File: src/rtl/dmg_serial_link.sv
`default_nettype none
// ============================================================================
// Module   : dmg_serial_link
// Purpose  : DMG link-cable serial port (SB at 0xFF01, SC at 0xFF02).
//            A single 8-bit shift register sends MSB-first on sout and
//            receives sin at the same time. Transfer completion clears
//            SC.start and pulses irq for one cycle. SCK is either generated
//            here (clk_int=1, master) or taken from the peer (clk_int=0).
// Ports    : clk, reset      - system clock, async active-high reset
//            wr_sb, wr_sc    - one-cycle register write strobes, data on din
//            sb, sc          - register read values
//            sck_out, sck_oe - SCK drive and its output enable (= clk_int)
//            sck_in, sin     - asynchronous pins from the peer
//            sout            - serial data out
//            irq             - one-cycle serial interrupt request
// Revision : 1.0 - initial release
// ============================================================================
module dmg_serial_link #(
    parameter int HALF_PERIOD = 256,
    parameter int SYNC_STAGES = 2
) (
    input  logic       clk,
    input  logic       reset,
    input  logic       wr_sb,
    input  logic       wr_sc,
    input  logic [7:0] din,
    output logic [7:0] sb,
    output logic [7:0] sc,
    output logic       sck_out,
    output logic       sck_oe,
    input  logic       sck_in,
    input  logic       sin,
    output logic       sout,
    output logic       irq
);

    localparam int                 c_div_w    = $clog2(HALF_PERIOD);
    localparam logic [c_div_w-1:0] c_div_last = c_div_w'(HALF_PERIOD - 1);

    localparam logic [1:0] c_st_idle = 2'd0;
    localparam logic [1:0] c_st_low  = 2'd1;
    localparam logic [1:0] c_st_high = 2'd2;

    logic [1:0]             r_state;
    logic [1:0]             w_state_nxt;
    logic [7:0]             r_sb;
    logic                   r_start;
    logic                   r_clk_int;
    logic                   r_sck_out;
    logic                   r_sout;
    logic                   r_irq;
    logic [3:0]             r_cnt;
    logic [c_div_w-1:0]     r_div;
    logic [SYNC_STAGES-1:0] r_sck_sync;
    logic [SYNC_STAGES-1:0] r_sin_sync;
    logic                   r_sck_prev;

    logic       w_sck_s;
    logic       w_sin_s;
    logic       w_ext_rise;
    logic       w_ext_fall;
    logic       w_rise;
    logic       w_fall;
    logic       w_done;
    logic       w_div_inc;
    logic       w_start_int;
    logic [7:0] w_sb_eff;

    assign w_sck_s     = r_sck_sync[SYNC_STAGES-1];
    assign w_sin_s     = r_sin_sync[SYNC_STAGES-1];
    assign w_ext_rise  = ~r_clk_int & ~r_sck_prev &  w_sck_s;
    assign w_ext_fall  = ~r_clk_int &  r_sck_prev & ~w_sck_s;
    assign w_start_int = wr_sc & din[7] & din[0];
    // A same-cycle SB write supersedes the current contents, so a transfer
    // started together with it sends the freshly written byte.
    assign w_sb_eff    = wr_sb ? din : r_sb;

    // State register
    always_ff @(posedge clk or posedge reset) begin
        if (reset) begin
            r_state <= c_st_idle;
        end else begin
            r_state <= w_state_nxt;
        end
    end

    // Next state and SCK edge events. LOW/HIGH mirror the SCK level in
    // both clock modes; only the event source differs.
    always_comb begin
        w_state_nxt = r_state;
        w_rise      = 1'b0;
        w_fall      = 1'b0;
        w_div_inc   = 1'b0;
        if (wr_sc) begin
            w_state_nxt = din[7] ? c_st_low : c_st_idle;
        end else begin
            case (r_state)
                c_st_low: begin
                    if (r_clk_int) begin
                        if (r_div == c_div_last) begin
                            w_rise      = 1'b1;
                            w_state_nxt = c_st_high;
                        end else begin
                            w_div_inc = 1'b1;
                        end
                    end else if (w_ext_rise) begin
                        w_rise      = 1'b1;
                        w_state_nxt = c_st_high;
                    end else if (w_ext_fall) begin
                        w_fall = 1'b1;
                    end
                end
                c_st_high: begin
                    if (r_clk_int) begin
                        if (r_div == c_div_last) begin
                            w_fall      = 1'b1;
                            w_state_nxt = c_st_low;
                        end else begin
                            w_div_inc = 1'b1;
                        end
                    end else if (w_ext_fall) begin
                        w_fall      = 1'b1;
                        w_state_nxt = c_st_low;
                    end else if (w_ext_rise) begin
                        w_rise = 1'b1;
                    end
                end
                default: ;
            endcase
        end
        // The eighth rising edge ends the transfer; in internal mode this
        // cuts the final HIGH phase short.
        w_done = w_rise & (r_cnt == 4'd7);
        if (w_done) begin
            w_state_nxt = c_st_idle;
        end
    end

    // Datapath, synchronisers and control registers
    always_ff @(posedge clk or posedge reset) begin
        if (reset) begin
            r_sb       <= 8'h00;
            r_start    <= 1'b0;
            r_clk_int  <= 1'b0;
            r_sck_out  <= 1'b1;
            r_sout     <= 1'b1;
            r_irq      <= 1'b0;
            r_cnt      <= 4'd0;
            r_div      <= '0;
            r_sck_sync <= '1;
            r_sin_sync <= '1;
            r_sck_prev <= 1'b1;
        end else begin
            r_sck_sync <= {r_sck_sync[SYNC_STAGES-2:0], sck_in};
            r_sin_sync <= {r_sin_sync[SYNC_STAGES-2:0], sin};
            r_sck_prev <= w_sck_s;
            r_irq      <= w_done;

            if (wr_sc) begin
                r_start   <= din[7];
                r_clk_int <= din[0];
            end else if (w_done) begin
                r_start <= 1'b0;
            end

            if (wr_sc || w_rise || w_fall) begin
                r_div <= '0;
            end else if (w_div_inc) begin
                r_div <= r_div + 1'b1;
            end

            if (wr_sc && din[7]) begin
                r_cnt <= 4'd0;
            end else if (w_rise) begin
                r_cnt <= r_cnt + 4'd1;
            end

            if (wr_sb) begin
                r_sb <= din;
            end else if (w_rise) begin
                r_sb <= {r_sb[6:0], w_sin_s};
            end

            if (w_start_int || w_fall) begin
                r_sout <= w_sb_eff[7];
            end

            // SCK idles high; it only goes low in internal mode.
            if (wr_sc) begin
                r_sck_out <= ~w_start_int;
            end else if (w_rise) begin
                r_sck_out <= 1'b1;
            end else if (w_fall && r_clk_int) begin
                r_sck_out <= 1'b0;
            end
        end
    end

    assign sb      = r_sb;
    assign sc      = {r_start, 6'b111111, r_clk_int};
    assign sck_out = r_sck_out;
    assign sck_oe  = r_clk_int;
    assign sout    = r_sout;
    assign irq     = r_irq;

endmodule
`default_nettype wire

File: config.mk
export PLATFORM = sky130hd
export DESIGN_NAME = dmg_serial_link
export DESIGN_NICKNAME = d
export VERILOG_FILES = /design/src/rtl/dmg_serial_link.sv
export SDC_FILE = /design/constraint.sdc
export NUM_CORES = 1
export LEC_CHECK = 0
export CORE_AREA = 2 2 64 66
export CTS_CLUSTER_DIAMETER = 200
export DETAILED_ROUTE_END_ITERATION = 8
export DIE_AREA = 0 0 66 68
export HOLD_SLACK_MARGIN = 0.03
export PLACE_DENSITY_LB_ADDON = 0.2
export RECOVER_POWER = 100
export SKIP_CTS_REPAIR_TIMING = 1
export SYNTH_ARGS = -nofsm -noshare
export SYNTH_HDL_FRONTEND = slang
export SYNTH_SLANG_ARGS = --single-unit
File: constraint.sdc
create_clock -name clk -period 2 [get_ports clk]
set_clock_uncertainty 0.05 [all_clocks]
set_input_delay 0.2 -clock clk [delete_from_list [all_inputs] [get_ports clk]]
set_output_delay 0.2 -clock clk [all_outputs]
set_load 0.01 [all_outputs]
# Word-level counts from Yosys, hierarchy flattened
# Index checks and enable logic that the tools add are counted.
# op_classes
add_sub_neg	2
n_eq_ne	8
mux	39
bitwise	11
reduce_logical	13
# op_table
operator	count
two-way mux 8 bit	5
two-way mux 1 bit	21
inequality test 5 bit, second input constant	4
two-way mux 2 bit	8
adder 8 x 1 -> 8 bit, second input constant	1
== test 8 bit, second input constant	1
two-way mux 4 bit	2
nonzero test 2 bit	4
bitwise AND 1 bit	7
AND reduction 5 bit	1
adder 4 x 1 -> 4 bit, second input constant	1
== test 4 x 3 -> 1 bit, second input constant	1
NOT 1 bit	4
case mux 1 bit (2 select lines)	2
case mux 2 bit (2 select lines)	1
nonzero test 4 bit	1
logical OR 1 bit	3
nonzero test 3 bit	1
== test 2 x 1 -> 1 bit, second input constant	1
== test 2 bit, second input constant	1
logical AND 1 bit	2
OR reduction 2 bit	1
# word_totals
register_bits	32
out_inout_bits	20
elab_cells	85

# Longest topological paths before layout
# logic_depth
word_depth	12
depth_mapped	9
ltp_nobuf	7

# Worst setup path after synthesis
# No wires, ideal clock.
# synth_path
path_type	register to register
start	register r_state[0]
end	register r_sb[0], in the netlist sb[0]
setup_ns	0.126
arrival_ns	1.885
slack_ns	-0.061
stages_incl_launch_ff	8
n_path_buf	2
period_less_slack_ns	2.061
path_cell_list	dfrtp_1 > inv_1 > ha_1 > clkbuf_2 > nor4_1 > o21ai_0 > buf_2 > a221o_1
# synth_between
elab_chain_len	4
word_cells_on_any_way	5
cone_classes	eq/ne: 2; mux: 2; reduce/logical: 1
# synth_rtl
element	line_no	rtl
start, declared	44	logic [1:0] r_state;
start signal, assigned	81	r_state <= c_st_idle;
start signal, assigned	83	r_state <= w_state_nxt;
== test 2 bit / == test 2 x 1 -> 1 bit (equally long branches)	97	case (r_state)
case mux 1 bit (2 select lines) *	97	
two-way mux 1 bit *	94	if (wr_sc) begin
nonzero test 2 bit (no source line) *	n/a	
end signal, assigned	179	r_sb <= din;
end signal, assigned	181	r_sb <= {r_sb[6:0], w_sin_s};
end, declared	46	logic [7:0] r_sb;
# Every way passes the cells marked *; elsewhere a longest branch is shown, timed or not.
# A chain may end at the register's enable or synchronous reset.

# Worst setup path in the final report
# layout_path
start	register r_state[1]
end	register r_state[0]
# layout_between
elab_chain_len	6
word_cells_on_any_way	14
cone_classes	eq/ne: 6; mux: 5; bitwise: 1; reduce/logical: 2
# layout_rtl
element	line_no	rtl
== test 2 bit / == test 2 x 1 -> 1 bit (equally long branches)	97	
case mux 1 bit (2 select lines)	97	
two-way mux 1 bit	94	
bitwise AND 1 bit	133	w_done = w_rise & (r_cnt == 4'd7);
inequality test 5 bit (no source line) / nonzero test 4 bit (equally long branches)	n/a	
AND reduction 5 bit (no source line)	n/a	
# Parallel ways exist; a longest one is shown, timed or not.

==> impl_metrics.env <==
export IMPL_core_sq_um=3860
export IMPL_path_class="flip-flop to flip-flop"
export IMPL_power_ir_vdd_worst_uv=488
export IMPL_drc_errors=0
export IMPL_min_path_type="flip-flop to flip-flop"
export IMPL_cts_path_max_buffers=2
export IMPL_setup_ws_ns=0.00941
export IMPL_synth_warnings=0
export IMPL_antenna_found_initial=0
export IMPL_grt_use_total_pct=18.8
export IMPL_postSynth_asyncResetShare_pct=100
export IMPL_finalSetupViolCount=0
export IMPL_start_util_pct=43.5
export IMPL_grt_overflow=0
export IMPL_worstMarginPinSlew_ns=0.792
export IMPL_gp_congestion=0.864
export IMPL_hpwl_mm=2.71
export IMPL_final_cell_mix="24 x dfrtp_1, 17 x dlygate4sd3_1, 16 x buf_4"
export IMPL_pre_cts_ws_ns=-0.0506
export IMPL_routedWlPerCell_microns=14.4
export IMPL_grt_max_degree=33
export IMPL_clk_latency_ns=0.29
export IMPL_cp_data_arrival_time_ns=2.14
export IMPL_wl_mm=3.71
export IMPL_rsz0062_at_grt="yes"
export IMPL_drv_cap=0
export IMPL_finalCritPeriodShare_pct=99.5
export IMPL_synth_area_sq_um=1680
export IMPL_fin_crit_ns=1.99
export IMPL_cts_root_buf="clkbuf_8"
export IMPL_grt_pass1_vias=1401
export IMPL_final_setup_tns_ns=0
export IMPL_cts_buffers=5
export IMPL_row_count=23
export IMPL_dieArea_sq_um=4490
export IMPL_p_leak_nw=0.970
export IMPL_p_per_area_nw_per_um2=816
export IMPL_synth_distinct_cells=47
export IMPL_synth_area_leaders="dfrtp_1 37%, dfstp_2 11%, buf_4 3.6%"
export IMPL_area_growth_pct=31.7
export IMPL_yosysTopAreaCell="dfrtp_1"
export IMPL_dr_first_iter_drc_count=42
export IMPL_crit_required_ns=2.15
export IMPL_numPortBuffers=27
export IMPL_yosysTopAreaCellShare_pct=37.3
export IMPL_synth_edf_count=0
export IMPL_synth_seq_cells=32
export IMPL_layout_drive_gt1_share_pct=27.1
export IMPL_die_w_microns=66
export IMPL_timing_fmax_mhz=502
export IMPL_firstDrtPassIters=4
export IMPL_layout_nets=224
export IMPL_cts_tree="done"
export IMPL_placed_cells_incl_taps=249
export IMPL_stdcell_count=257
export IMPL_synthFlopType="dfrtp_1"
export IMPL_status="finished clean"
export IMPL_slew_violations=0
export IMPL_placed_area_sq_um=2080
export IMPL_clk_pin_slew_worst_paths_ns=0.07
export IMPL_cp_end_kind="flip-flop"
export IMPL_htree_levels=2
export IMPL_grt_pass1_wl_mm=6.17
export IMPL_vias=1320
export IMPL_viasPerCell=5.14
export IMPL_critPathMaxFanout=4
export IMPL_mostFrequentLayoutCell="dfrtp_1"
export IMPL_hold_viol=0
export IMPL_final_antenna_net_count=0
export IMPL_final_area_sq_um=2210
export IMPL_antenna_cells=0
export IMPL_pin_count=34
export IMPL_die_h_microns=68
export IMPL_synthCells=163
export IMPL_syn_avg_cell_area_sq_um=10.3
export IMPL_relSlewSlack_pct=47.2
export IMPL_start_kind="flip-flop"
export IMPL_yosysSeqAreaShare_pct=48.2
export IMPL_timing_hold_ws_ns=0.309
export IMPL_cts_sinks=32
-- metal layers --
metal / GRT usage (%) / part of all wire (%)
met1: 21.7 / 43
met2: 32.1 / 51
met3: 5.92 / 3.8
met4: 8.42 / 2.1
met5: 0 / 0
-- cell families (layout without fill, tap and decap cells) --
kind of cell | after synthesis | in the layout | synth area share (%)
and+or+nand+nor | 64 | 64 | 23.0
DFF | 32 | 32 | 48.2
AOI/OAI and AO/OA | 30 | 30 | 12.3
buffers and inverters | 22 | 61 | 7.82
xor gates and xnor gates | 7 | 7 | 3.65
adders and majority gates | 4 | 4 | 2.98
muxes | 3 | 3 | 1.86
other | 1 | 6 | 0.223
-- final timing paths --
check	start	end	slack [ns]	depth (start not counted)
setup reg to reg	r_state[1]$_DFFE_PP0P_	r_state[0]$_DFFE_PP0P_	0.009	6
setup / recovery	r_state[1]$_DFFE_PP0P_	r_state[0]$_DFFE_PP0P_	0.009	6
max in group asynchronous	reset	r_state[0]$_DFFE_PP0P_	0.84	3
min in group asynchronous	reset	r_div[3]$_DFFE_PP0P_	0.52	3
hold reg to reg	r_sin_sync[0]$_DFF_PP1_	r_sin_sync[1]$_DFF_PP1_	0.31	0
hold / removal	r_sin_sync[0]$_DFF_PP1_	r_sin_sync[1]$_DFF_PP1_	0.31	0
-- critical path, stage by stage, from the launching register on --
cell and delay, ns:
dfrtp_1 0.42, inv_2 0.06, ha_4 0.17, or4b_1 0.46, o311a_1 0.17, or3b_1 0.36
a32oi_1 0.20
-- area by class of cell --
type	count	area, sq um
clock buffers	5	68.8
clock inverters	3	23.8
fillers	346	1650
inverters	6	22.5
multi-input cells	114	800
flip-flops and latches	32	811
well taps	50	62.6
repair buffers	47	423
-- report_power, final --
group,switching (W),total (W),internal (W)
Combinational,0.000249,0.000539,0.000290
Sequential,0.0000493,0.000764,0.000714
Clock,0.000256,0.000501,0.000246
Total,0.000554,0.00180,0.00125
-- cells in the mapped netlist (5+ instances only) --
cell type / n
xor2_1: 6
o21ai_0: 6
nand2_1: 13
buf_4: 8
nor2b_1: 8
a21oi_1: 10
nand3_1: 5
dfrtp_1: 25
nor2_2: 8
nand4_1: 5
inv_1: 6
dfstp_2: 7
-- stage by stage --
step	utilization, %	total power [W]
after floorplan	-	0.00104
after global placement	53.9	0.00125
after detailed placement	53.9	0.00127
after CTS	56.3	0.00178
after global routing	57.3	0.00190
final	57.3	0.00180
-- sequential cells by signal, indices dropped and copies added, names as in the netlist --
register	count
r_div	8
sb	8
r_cnt	4
r_sck_sync	2
r_sin_sync	2
r_state	2
irq	1
r_sck_prev	1
r_start	1
sck_oe	1
sck_out	1
sout	1
No activity file was read; power rests on OpenSTA's default activity.
